$ cat src/rtl/dcm_ps_responder.sv
`default_nettype none
// ============================================================================
// dcm_ps_responder : DCM variable phase-shift port responder (psen/psdone),
// saturating signed tap counter, reference and phase-shifted tick outputs.
// Optional macro DCM_PS_ERR_CHECK_EN builds the sticky protocol-error flag.
// Revision: 1.0 - initial release
// ============================================================================
module dcm_ps_responder #(
   parameter int PS_MAX      = 255,
   parameter int DONE_LAT    = 10,
   parameter int TICK_PERIOD = 16
) (
   input  logic       clkin,
   input  logic       rst,
   input  logic       psen,
   input  logic       psincdec,
   output logic       psdone,
   output logic       busy,
   output logic [9:0] phase_out,
   output logic       ps_overflow,
   output logic       ref_tick,
   output logic       shifted_tick,
   output logic       ps_err
);

   localparam int c_TW = (TICK_PERIOD > 1) ? $clog2(TICK_PERIOD) : 1;
   localparam int c_LW = $clog2(DONE_LAT) + 1;
   localparam logic [c_LW-1:0]   c_LAT_LOAD = c_LW'(DONE_LAT - 1);
   localparam logic [c_LW-1:0]   c_LAT_LAST = c_LW'(1);
   localparam logic signed [9:0] c_PMAX     = 10'(PS_MAX);
   localparam logic signed [9:0] c_PMIN     = 10'(-PS_MAX);

   typedef enum logic [0:0] {
      ST_IDLE = 1'b0,
      ST_WAIT = 1'b1
   } state_t;

   state_t                r_state;
   state_t                w_state_nxt;
   logic                  w_load;
   logic                  w_commit;
   logic                  w_sat;
   logic                  r_dir;
   logic [c_LW-1:0]       r_lat_cnt;
   logic                  r_psdone;
   logic                  r_busy;
   logic signed [9:0]     r_phase;
   logic                  r_ovf;
   logic [c_TW-1:0]       r_tick_cnt;
   logic                  r_ref_tick;
   logic                  r_shifted_tick;

   // A request is never accepted in the psdone cycle, even though the FSM is already idle.
   always_comb begin
      w_state_nxt = r_state;
      w_load      = 1'b0;
      w_commit    = 1'b0;
      case (r_state)
         ST_IDLE: begin
            if (psen && !r_psdone) begin
               w_state_nxt = ST_WAIT;
               w_load      = 1'b1;
            end
         end
         ST_WAIT: begin
            if (r_lat_cnt == c_LAT_LAST) begin
               w_state_nxt = ST_IDLE;
               w_commit    = 1'b1;
            end
         end
         default: w_state_nxt = ST_IDLE;
      endcase
   end

   assign w_sat = r_dir ? (r_phase == c_PMAX) : (r_phase == c_PMIN);

   always_ff @(posedge clkin) begin
      if (rst) r_state <= ST_IDLE;
      else     r_state <= w_state_nxt;
   end

   always_ff @(posedge clkin) begin
      if (rst) begin
         r_dir     <= 1'b0;
         r_lat_cnt <= '0;
         r_psdone  <= 1'b0;
         r_busy    <= 1'b0;
         r_phase   <= '0;
         r_ovf     <= 1'b0;
      end else begin
         r_psdone <= w_commit;
         if (w_load) begin
            r_dir     <= psincdec;
            r_lat_cnt <= c_LAT_LOAD;
            r_busy    <= 1'b1;
         end else if (r_state == ST_WAIT) begin
            r_lat_cnt <= r_lat_cnt - 1'b1;
         end
         if (w_commit) begin
            r_busy <= 1'b0;
            r_ovf  <= w_sat;
            if (!w_sat) r_phase <= r_dir ? (r_phase + 10'sd1) : (r_phase - 10'sd1);
         end
      end
   end

   // Low phase bits give the modulo-TICK_PERIOD match, so negative phases wrap naturally.
   always_ff @(posedge clkin) begin
      if (rst) begin
         r_tick_cnt     <= '0;
         r_ref_tick     <= 1'b0;
         r_shifted_tick <= 1'b0;
      end else begin
         r_tick_cnt     <= r_tick_cnt + 1'b1;
         r_ref_tick     <= (r_tick_cnt == '0);
         r_shifted_tick <= (r_tick_cnt == r_phase[c_TW-1:0]);
      end
   end

`ifdef DCM_PS_ERR_CHECK_EN
   logic r_ps_err;
   always_ff @(posedge clkin) begin
      if (rst)                         r_ps_err <= 1'b0;
      else if (psen && (r_busy || r_psdone)) r_ps_err <= 1'b1;
   end
   assign ps_err = r_ps_err;
`else
   assign ps_err = 1'b0;
`endif

   assign psdone       = r_psdone;
   assign busy         = r_busy;
   assign phase_out    = r_phase;
   assign ps_overflow  = r_ovf;
   assign ref_tick     = r_ref_tick;
   assign shifted_tick = r_shifted_tick;

endmodule
`default_nettype wire

$ cat config.mk
export PLATFORM = sky130hd
export DESIGN_NAME = dcm_ps_responder
export DESIGN_NICKNAME = d
export VERILOG_FILES = /design/src/rtl/dcm_ps_responder.sv
export SDC_FILE = /design/constraint.sdc
export NUM_CORES = 1
export LEC_CHECK = 0
export CAP_MARGIN = 20
export CORE_AREA = 3 3 59 61
export DETAILED_ROUTE_END_ITERATION = 10
export DIE_AREA = 0 0 62 64
export PLACE_DENSITY = 0.81
export SLEW_MARGIN = 20
export SYNTH_ARGS = -nofsm -noshare
export SYNTH_HDL_FRONTEND = slang
export SYNTH_SLANG_ARGS = --single-unit
$ cat constraint.sdc
create_clock -name clkin -period 3 [get_ports clkin]
set_input_delay 0.6 -clock clkin [delete_from_list [all_inputs] [get_ports clkin]]
set_output_delay 0.6 -clock clkin [all_outputs]
set_load 0.02 [all_outputs]
# After elaboration in Yosys (flattened, before gate mapping)
# Index checks and enable logic that the tools add are counted.
# word_totals
output_inout_bits	16
regBits	26
elab_cells	38
# op_classes
addsub	4
muxes	10
bitwise_logic	2
n_reduce_logical	7
n_eq_ne	4
# op_table
op	count
10-bit by 9-bit == test with 1-bit output (second input constant)	2
10-bit by 2-bit adder with 10-bit output (second input constant)	1
10-bit two-way mux	1
10-bit by 2-bit subtractor with 10-bit output (second input constant)	1
4-bit two-way mux	2
1-bit two-way mux	6
5-bit by 1-bit == test with 1-bit output (second input constant)	1
5-bit by 1-bit subtractor with 5-bit output (second input constant)	1
4-bit by 1-bit adder with 4-bit output (second input constant)	1
4-bit == test	1
4-bit logical NOT	1
2-bit OR reduction	2
1-bit NOT	2
1-bit one-hot mux with 2 select lines	1
2-bit AND reduction	1
2-bit nonzero test	1
1-bit logical AND	1
1-bit logical NOT	1

# Logic depth before layout (Yosys ltp)
# Gate-level depths: netlist of run 1.
# depth
depth_word	5
depth_mapped	9

# Least setup slack after synthesis of run 1
# OpenSTA, ideal clock, no wires.
# synth_timing
path_type	flip-flop to flip-flop
from	reg r_dir
to	reg r_phase[0], in the netlist phase_out[0]
arrival_ns	2.057
setup_slack_ns	0.816
period_less_slack_ns	2.184
stages_incl_launch_ff	10
t_required_ns	2.872
setup_ns	0.128
path_cell_list	dfxtp_1 > inv_1 > ha_1 > ha_1 > nand4_1 > or4_4 > and2_4 > buf_6 > xnor2_1 > nor2_1
# synth_via
elab_chain_cells	3
elab_cells_between_ends	4
cone_classes	mux (2); bitwise (1); reduce/logical (1)
# synth_lines
element	line_no	text
start: declaration	43	logic r_dir;
start signal: assignment	93	r_dir <= psincdec;
1-bit two-way mux	75	assign w_sat = r_dir ? (r_phase == c_PMAX) : (r_phase == c_PMIN);
1-bit NOT (no source line)	n/a	
2-bit AND reduction (no source line)	n/a	
end signal: assignment	102	if (!w_sat) r_phase <= r_dir ? (r_phase + 10'sd1) : (r_phase - 10'sd1);
end: declaration	47	logic signed [9:0] r_phase;
# Parallel ways exist; a longest one is shown, timed or not.
# A chain may end at the register's enable or synchronous reset.

# Worst setup path in the final report of run 1
# layout_timing
from	reg r_dir
to	reg r_phase[9], in the netlist phase_out[9]
# The elaborated chain is that of the path after synthesis.

==> run_results.csv, run 1 <==
group,metric,value,unit
synth,post_synth.cell_area_avg,8.51,µm²
final_layout,drive_above_1_share,5.85,%
setup_path,register_to_register_setup_slack,0.63,ns
synth,synth_instances,172,
power_and_ir_drop,p_total,884,µW
route,num_vias,1221,
global_route,overflow,0,
setup_path,cp-end-kind,"flop",
clock_network,clock_sinks,26,
min_path,min_path_cells,2,
setup_path,setup.worst_path.class,"flop to flop",
placement,io_buffers,18,
final_layout,areaGrowthSynthToFinish,17.5,%
timing,final.min_clock_period,2.37,ns
placement,dp.cells,228,
die,die_y,64,µm
clock_network,tritoncts,"built",
route,detailroute.wirelength.met2,1320,µm
route,wl,2890,µm
min_path,hp-start,"phase_out[5]",
setup_path,critPathArrivalTime,2.61,ns
global_route,antenna_found_initial,0,
timing,max_freq,422,MHz
timing,finalHoldViolCount,0,
min_path,worstHoldEndpoint,"phase_out[5]",
timing,grt_setup_unrepaired,"false",
timing,slew_headroom,64.4,%
route,detail_route.iter0.violations,45,
die,floorplan.die_area,0.00397,mm²
power_and_ir_drop,power.static_leakage,0.660,nW
setup_path,critical_path_start_type,"flop",
min_path,worstHoldPathType,"flop to flop",
power_and_ir_drop,ir_drop_worst_vdd,0.000303,V
route,detailed_route_wire_length_per_cell,12.4,µm
route,drt_pre_antenna_iters,4,
route,drt-vias-per-instance,5.26,
run_status,status,"finished, final reports clean",
placement,detailed_place_hpwl,2040,µm
clock_network,cts-buffers-inserted,3,
timing,layout_worst_path_cycle_share,79.0,%
final_layout,multi_input_comb_area,867,µm²
setup_path,r2r-start,"r_dir",
die,core_area,0.00303,mm²
die,chipWidth,62,µm
setup_path,worst_r2r_endpoint,"phase_out[9]",
timing,skew,0.00993,ns
setup_path,ff2ff_path_depth,7,
synth,share_of_synthesized_area_occupied_by_flip_flops_and_latches,35.6,%
setup_path,critical_path.max_fanout,9,
synth,ys_warn_count,0,
clock_network,cts_htree_levels,1,
clock_network,worst_setup_hold_path_clk_slew,0.15,ns
final_layout,fillerInstances,271,
final_layout,post-route-cell-area,0.00172,mm²
global_route,grt_start_max_net_pins,16,
route,top_layer_reached_by_signal_wires,"met4",
die,io-pin-count,20,
route,final_antenna_net_count,0,
timing,setup-violations-final,0,
synth,ys_types,40,
job,max_cap_violations,0,
timing,hold-worst-slack,0.494,ns
final_layout,layout.cells.most_common,"dfxtp_1",
timing,post_route_setup_tns,0,ns
synth,ys_async_sr_fraction,0,%
power_and_ir_drop,power-per-cell-area,514,mW/mm²
placement,routabilityCongestion,0.806,
clock_network,cts_setup_buffers,0,
synth,mappedNetlistArea,0.00146,mm²
route,met1_length,1420,µm
final_layout,final_cell_mix,"dfxtp_1, clkdlybuf4s50_1, nor2_1",
final_layout,ff_latch_area,520,µm²
die,rows,20,
route,met3_wire_len,109,µm
die,start_util,48.3,%
clock_network,clk_root_buffer_cell,"clkbuf_4",
clock_network,clock_path_buffers,2,
route,remaining_routing_drc_violations,0,
placement,detailed_place.area,0.00167,mm²
final_layout,post_layout_nonfiller_instances,232,
synth,synthFlopType,"dfxtp_1",
timing,timing_max_transition_violations_final,0,
synth,synth_fp_nets,190,
global_route,first_global_vias,1121,
setup_path,worstPathRequired,3.24,ns
global_route,wire_length_of_the_first_global_routing_pass,5040,µm
synth,synth_edf_count,0,
timing,tightestPinTransition,0.532,ns
clock_network,insertion_delay,0.33,ns
synth,synth.ff_latch_count,26,
final_layout,antenna-diode-count,0,
clock_network,post_cts_hold_buffer_count,0,
global_route,global_route.usage.total,16.1,%
clock_network,post_cts_resized,0,
final_layout,nNetsFinal,207,
[layer usage]
layer	up-vias	GRT usage, %
li1	627	-
met1	558	23.3
met2	32	23.4
met3	4	2.83
met4	0	6.10
met5	-	0
[cell families after synthesis]
logic type | Yosys count | synth area share (%)
mux | 3 | 2.22
flops | 26 | 35.6
other cells | 1 | 0.256
fa+ha+maj | 14 | 12.5
compound gates | 32 | 14.3
xor+xnor | 13 | 7.78
buf+inv | 17 | 5.21
simple gates | 66 | 22.2
[Yosys cell counts (all sizes together) (2+ instances only)]
| master | count | area [µm²] |
|---|---|---|
| ha | 13 | 163 |
| nand2 | 16 | 62.6 |
| mux2 | 2 | 22.5 |
| nand3 | 11 | 55.1 |
| xor2 | 6 | 52.6 |
| nor2b | 4 | 25.0 |
| inv | 10 | 37.5 |
| dfxtp | 26 | 521 |
| clkbuf | 4 | 15.0 |
| nand4 | 2 | 12.5 |
| a211oi | 5 | 42.5 |
| nand2b | 3 | 18.8 |
| nor2 | 16 | 60.1 |
| xnor2 | 7 | 61.3 |
| and2 | 2 | 15.0 |
| o21a | 2 | 15.0 |
| nor3 | 8 | 40.0 |
| o21ai | 4 | 20.0 |
| a21oi | 13 | 65.1 |
| buf | 3 | 23.8 |
[power breakdown]
part           total [mW]  switching [mW]  leakage, nW  internal, mW
clock network       0.245           0.110       0.0279         0.135
registers           0.401          0.0283        0.213         0.373
logic               0.238           0.131        0.419         0.107
[critical path, stage by stage (launching register included)]
cell	delay, ns
dfxtp_1	0.45
inv_1	0.21
ha_1	0.42
nand3_1	0.14
o211ai_1	0.38
a21oi_1	0.16
mux2i_1	0.18
mux2_2	0.34
[cell type report]
| cell class | count | share of cell area [%] |
|---|---|---|
| tap | 44 | 3.20 |
| clock inverter | 1 | 1.75 |
| clock buffer | 3 | 1.31 |
| sequential | 26 | 30.3 |
| inverter | 10 | 2.18 |
| timing repair buffer | 19 | 10.9 |
| multi-input combinational | 129 | 50.4 |
[state kept, by name, summed over array words and instances (netlist names)]
signal,count
phase_out,10
r_lat_cnt,5
r_dir,1
busy,1
psdone,1
r_state,1
shifted_tick,1
r_tick_cnt,4
ref_tick,1
ps_overflow,1
[per-stage QoR]
stage,utilization [%],setup slack (ns)
final,56.8,0.629
after global routing,56.8,0.468
after CTS,56.8,0.625
after detailed placement,55.1,0.699
after global placement,55.1,0.732
after floorplan,-,0.816
[how the worst max path moves through the flow]
stage          start            to  depth (start not counted)
5_1_grt        r_dir  phase_out[9]                          7
4_1_cts        r_dir  phase_out[9]                          7
2_1_floorplan  r_dir  phase_out[0]                          9
3_3_place_gp   r_dir  phase_out[9]                          8
3_5_place_dp   r_dir  phase_out[9]                          8
6_report       r_dir  phase_out[9]                          7
(Power assumes the default switching activity.)
==> run 2, diff against run 1 <==
CORE_AREA = 3 3 60 62   (was 3 3 59 61)
DIE_AREA = 0 0 63 65   (was 0 0 62 64)
clock period = 2 ns   (was 3 ns; I/O delays follow)
==> run 2 against run 1 <==
The flow now finishes with violations (negative setup slack); clock-buffer cell count unchanged; critical endpoint unchanged; die area rose by 3.2%; worst setup slack got worse by 0.64 ns; sequential share of layout area decreased by 3.8 points; critical path type unchanged; first-iteration DRC count increased by 24%; cell count up 7.3%; sequential cell count is the same; largest cell class unchanged; combinational power up 96%; sequential power grew 49%; design area is 16% higher.
==> run_results.csv, run 2 (synthesis results as in run 1) <==
group,metric,value,unit
run_status,status,"finished with violations",
run_status,failed_checks,"negative setup slack",
clock_network,post_cts_hold_buffer_count,0,
clock_network,clock_path_buffers,2,
die,die_y,65,µm
setup_path,critPathArrivalTime,2.27,ns
die,floorplan.die_area,0.00410,mm²
clock_network,worst_setup_hold_path_clk_slew,0.16,ns
clock_network,clock_sinks,26,
route,wl,3370,µm
timing,finalHoldViolCount,0,
timing,layout_worst_path_cycle_share,101,%
route,detailed_route_wire_length_per_cell,13.5,µm
timing,timing_max_transition_violations_final,0,
power_and_ir_drop,p_total,1.44,mW
die,core_area,0.00308,mm²
timing,worst_slack,-0.0153,ns
power_and_ir_drop,power-per-cell-area,724,mW/mm²
global_route,antenna_found_initial,0,
placement,io_buffers,18,
die,chipWidth,63,µm
clock_network,insertion_delay,0.34,ns
global_route,first_global_vias,1243,
final_layout,layout.cells.most_common,"dfxtp_1",
final_layout,largest_register_ffs,10,
final_layout,areaGrowthSynthToFinish,36.2,%
die,io-pin-count,20,
setup_path,critical_path.max_fanout,5,
global_route,grt_start_max_net_pins,21,
global_route,wire_length_of_the_first_global_routing_pass,5830,µm
timing,max_freq,496,MHz
global_route,overflow,0,
final_layout,drive_above_1_share,23.4,%
setup_path,critical_path_start_type,"flop",
power_and_ir_drop,power.static_leakage,0.773,nW
timing,setup-violations-final,2,
clock_network,cts-buffers-inserted,3,
placement,detailed_place_hpwl,2230,µm
route,remaining_routing_drc_violations,0,
route,num_vias,1271,
placement,detailed_place.area,0.00178,mm²
min_path,hp-start,"phase_out[5]",
setup_path,ff2ff_path_depth,7,
timing,skew,0.00231,ns
final_layout,fillerInstances,258,
clock_network,tritoncts,"built",
setup_path,path_cells,"inv_8 -> ha_1 -> a21oi_1 -> o21ai_0 -> a21oi_1 -> mux2i_1 -> mux2_2",
min_path,min_path_cells,2,
setup_path,crit_top_cell,"a21oi_1",
setup_path,timing.critical_path.max_delay_family,"compound AO/OA/AOI/OAI gates",
route,drt_pre_antenna_iters,4,
job,max_cap_violations,0,
min_path,worstHoldPathType,"flop to flop",
timing,grt_setup_unrepaired,"true",
setup_path,register_to_register_setup_slack,-0.02,ns
setup_path,setup.worst_path.class,"flop to flop",
setup_path,worst_r2r_endpoint,"phase_out[9]",
route,detail_route.iter0.violations,56,
route,final_antenna_net_count,0,
setup_path,worstPathRequired,2.25,ns
clock_network,cts_htree_levels,1,
final_layout,final_cell_mix,"dfxtp_1, clkdlybuf4s50_1, buf_4",
power_and_ir_drop,ir_drop_worst_vdd,0.000368,V
final_layout,antenna-diode-count,0,
global_route,global_route.usage.total,18.1,%
final_layout,post-route-cell-area,0.00199,mm²
timing,final.min_clock_period,2.02,ns
setup_path,cp-end-kind,"flop",
clock_network,clk_root_buffer_cell,"clkbuf_4",
setup_path,r2r-start,"r_dir",
setup_path,critical_path.n_buffers_inverters,1,
final_layout,nNetsFinal,224,
placement,routabilityCongestion,0.813,
die,start_util,47.6,%
route,drt-vias-per-instance,5.10,
die,rows,20,
setup_path,cp_slowest_stage_delay,0.43,ns
min_path,worstHoldEndpoint,"phase_out[5]",
setup_path,timing.critical_path.slowest_stage_cell,"dfxtp_4",
run 2: changes by cell type in the layout (fill, tap and decap cells not counted), moves of 2 or more:
cell and delta:
nand3_2 +2, dfxtp_2 +2, buf_4 +15, dfxtp_1 -3, nand3_1 -2, ha_1 -5, ha_4 +5
run 2: report_power, final:
group | total (mW) | internal [mW] | switching (mW) | leakage (nW)
logic | 0.466 | 0.226 | 0.240 | 0.530
registers | 0.596 | 0.559 | 0.0365 | 0.215
clock network | 0.382 | 0.203 | 0.179 | 0.0279
run 2: stage by stage:
stage	hold WS (ns)	instances	worst slack, ns	util (%)	setup TNS, ns
floorplan	0.453	172	0.0130	-	0
global placement	0.470	240	0.0150	57.8	0
detailed placement	0.472	240	-0.0137	57.8	-0.0272
CTS	0.488	248	-0.0217	62.1	-0.0425
global route	0.535	249	-0.0853	64.8	-0.593
finish	0.486	249	-0.0153	64.8	-0.0278
run 2: area by class of cell:
| type | instances | area [µm²] | share of cell area [%] |
|---|---|---|---|
| repair buffers | 34 | 300 | 15.1 |
| well taps | 44 | 55.1 | 2.76 |
| clock inverters | 1 | 30.0 | 1.51 |
| clock buffers | 3 | 22.5 | 1.13 |
| multi-input cells | 130 | 1010 | 50.6 |
| repair inverters | 1 | 6.26 | 0.314 |
| inverters | 10 | 45.0 | 2.26 |
| flip-flops and latches | 26 | 527 | 26.4 |
run 2: how the worst max path moves through the flow:
stage                             from      endpoint  slack [ns]  cells past startpoint
after detailed placement         r_dir  phase_out[9]       -0.01                      8
final                            r_dir  phase_out[9]       -0.02                      7
after CTS                        r_dir  phase_out[6]       -0.02                      8
after floorplan           phase_out[3]  phase_out[0]        0.01                      7
after global routing             r_dir  phase_out[9]       -0.09                      8
after global placement           r_dir  phase_out[9]        0.01                      7
run 2: layer usage:
metal	global-route usage, %	part of all wire (%)
met1	23.0	47
met2	29.8	49
met3	2.25	2.1
met4	9.37	2.1
met5	0	0
run 2: what timing repair did:
action | in CTS | in global routing
endpoints found under the setup margin | 6 | 11
gates resized for setup | 10 | 13
cloned | 2 | 0
pin swaps | 6 | 7
setup buffers | 2 | 1
run 2: worst register-to-register path: cells and delay by family, from the launching register on:
kind / cells / cell delay (ns)
AO/OA/AOI/OAI: 3 / 0.56
adder cells (fa/ha/maj): 1 / 0.32
buffers and inverters: 1 / 0.06
flip-flops: 1 / 0.43
multiplexers: 2 / 0.56
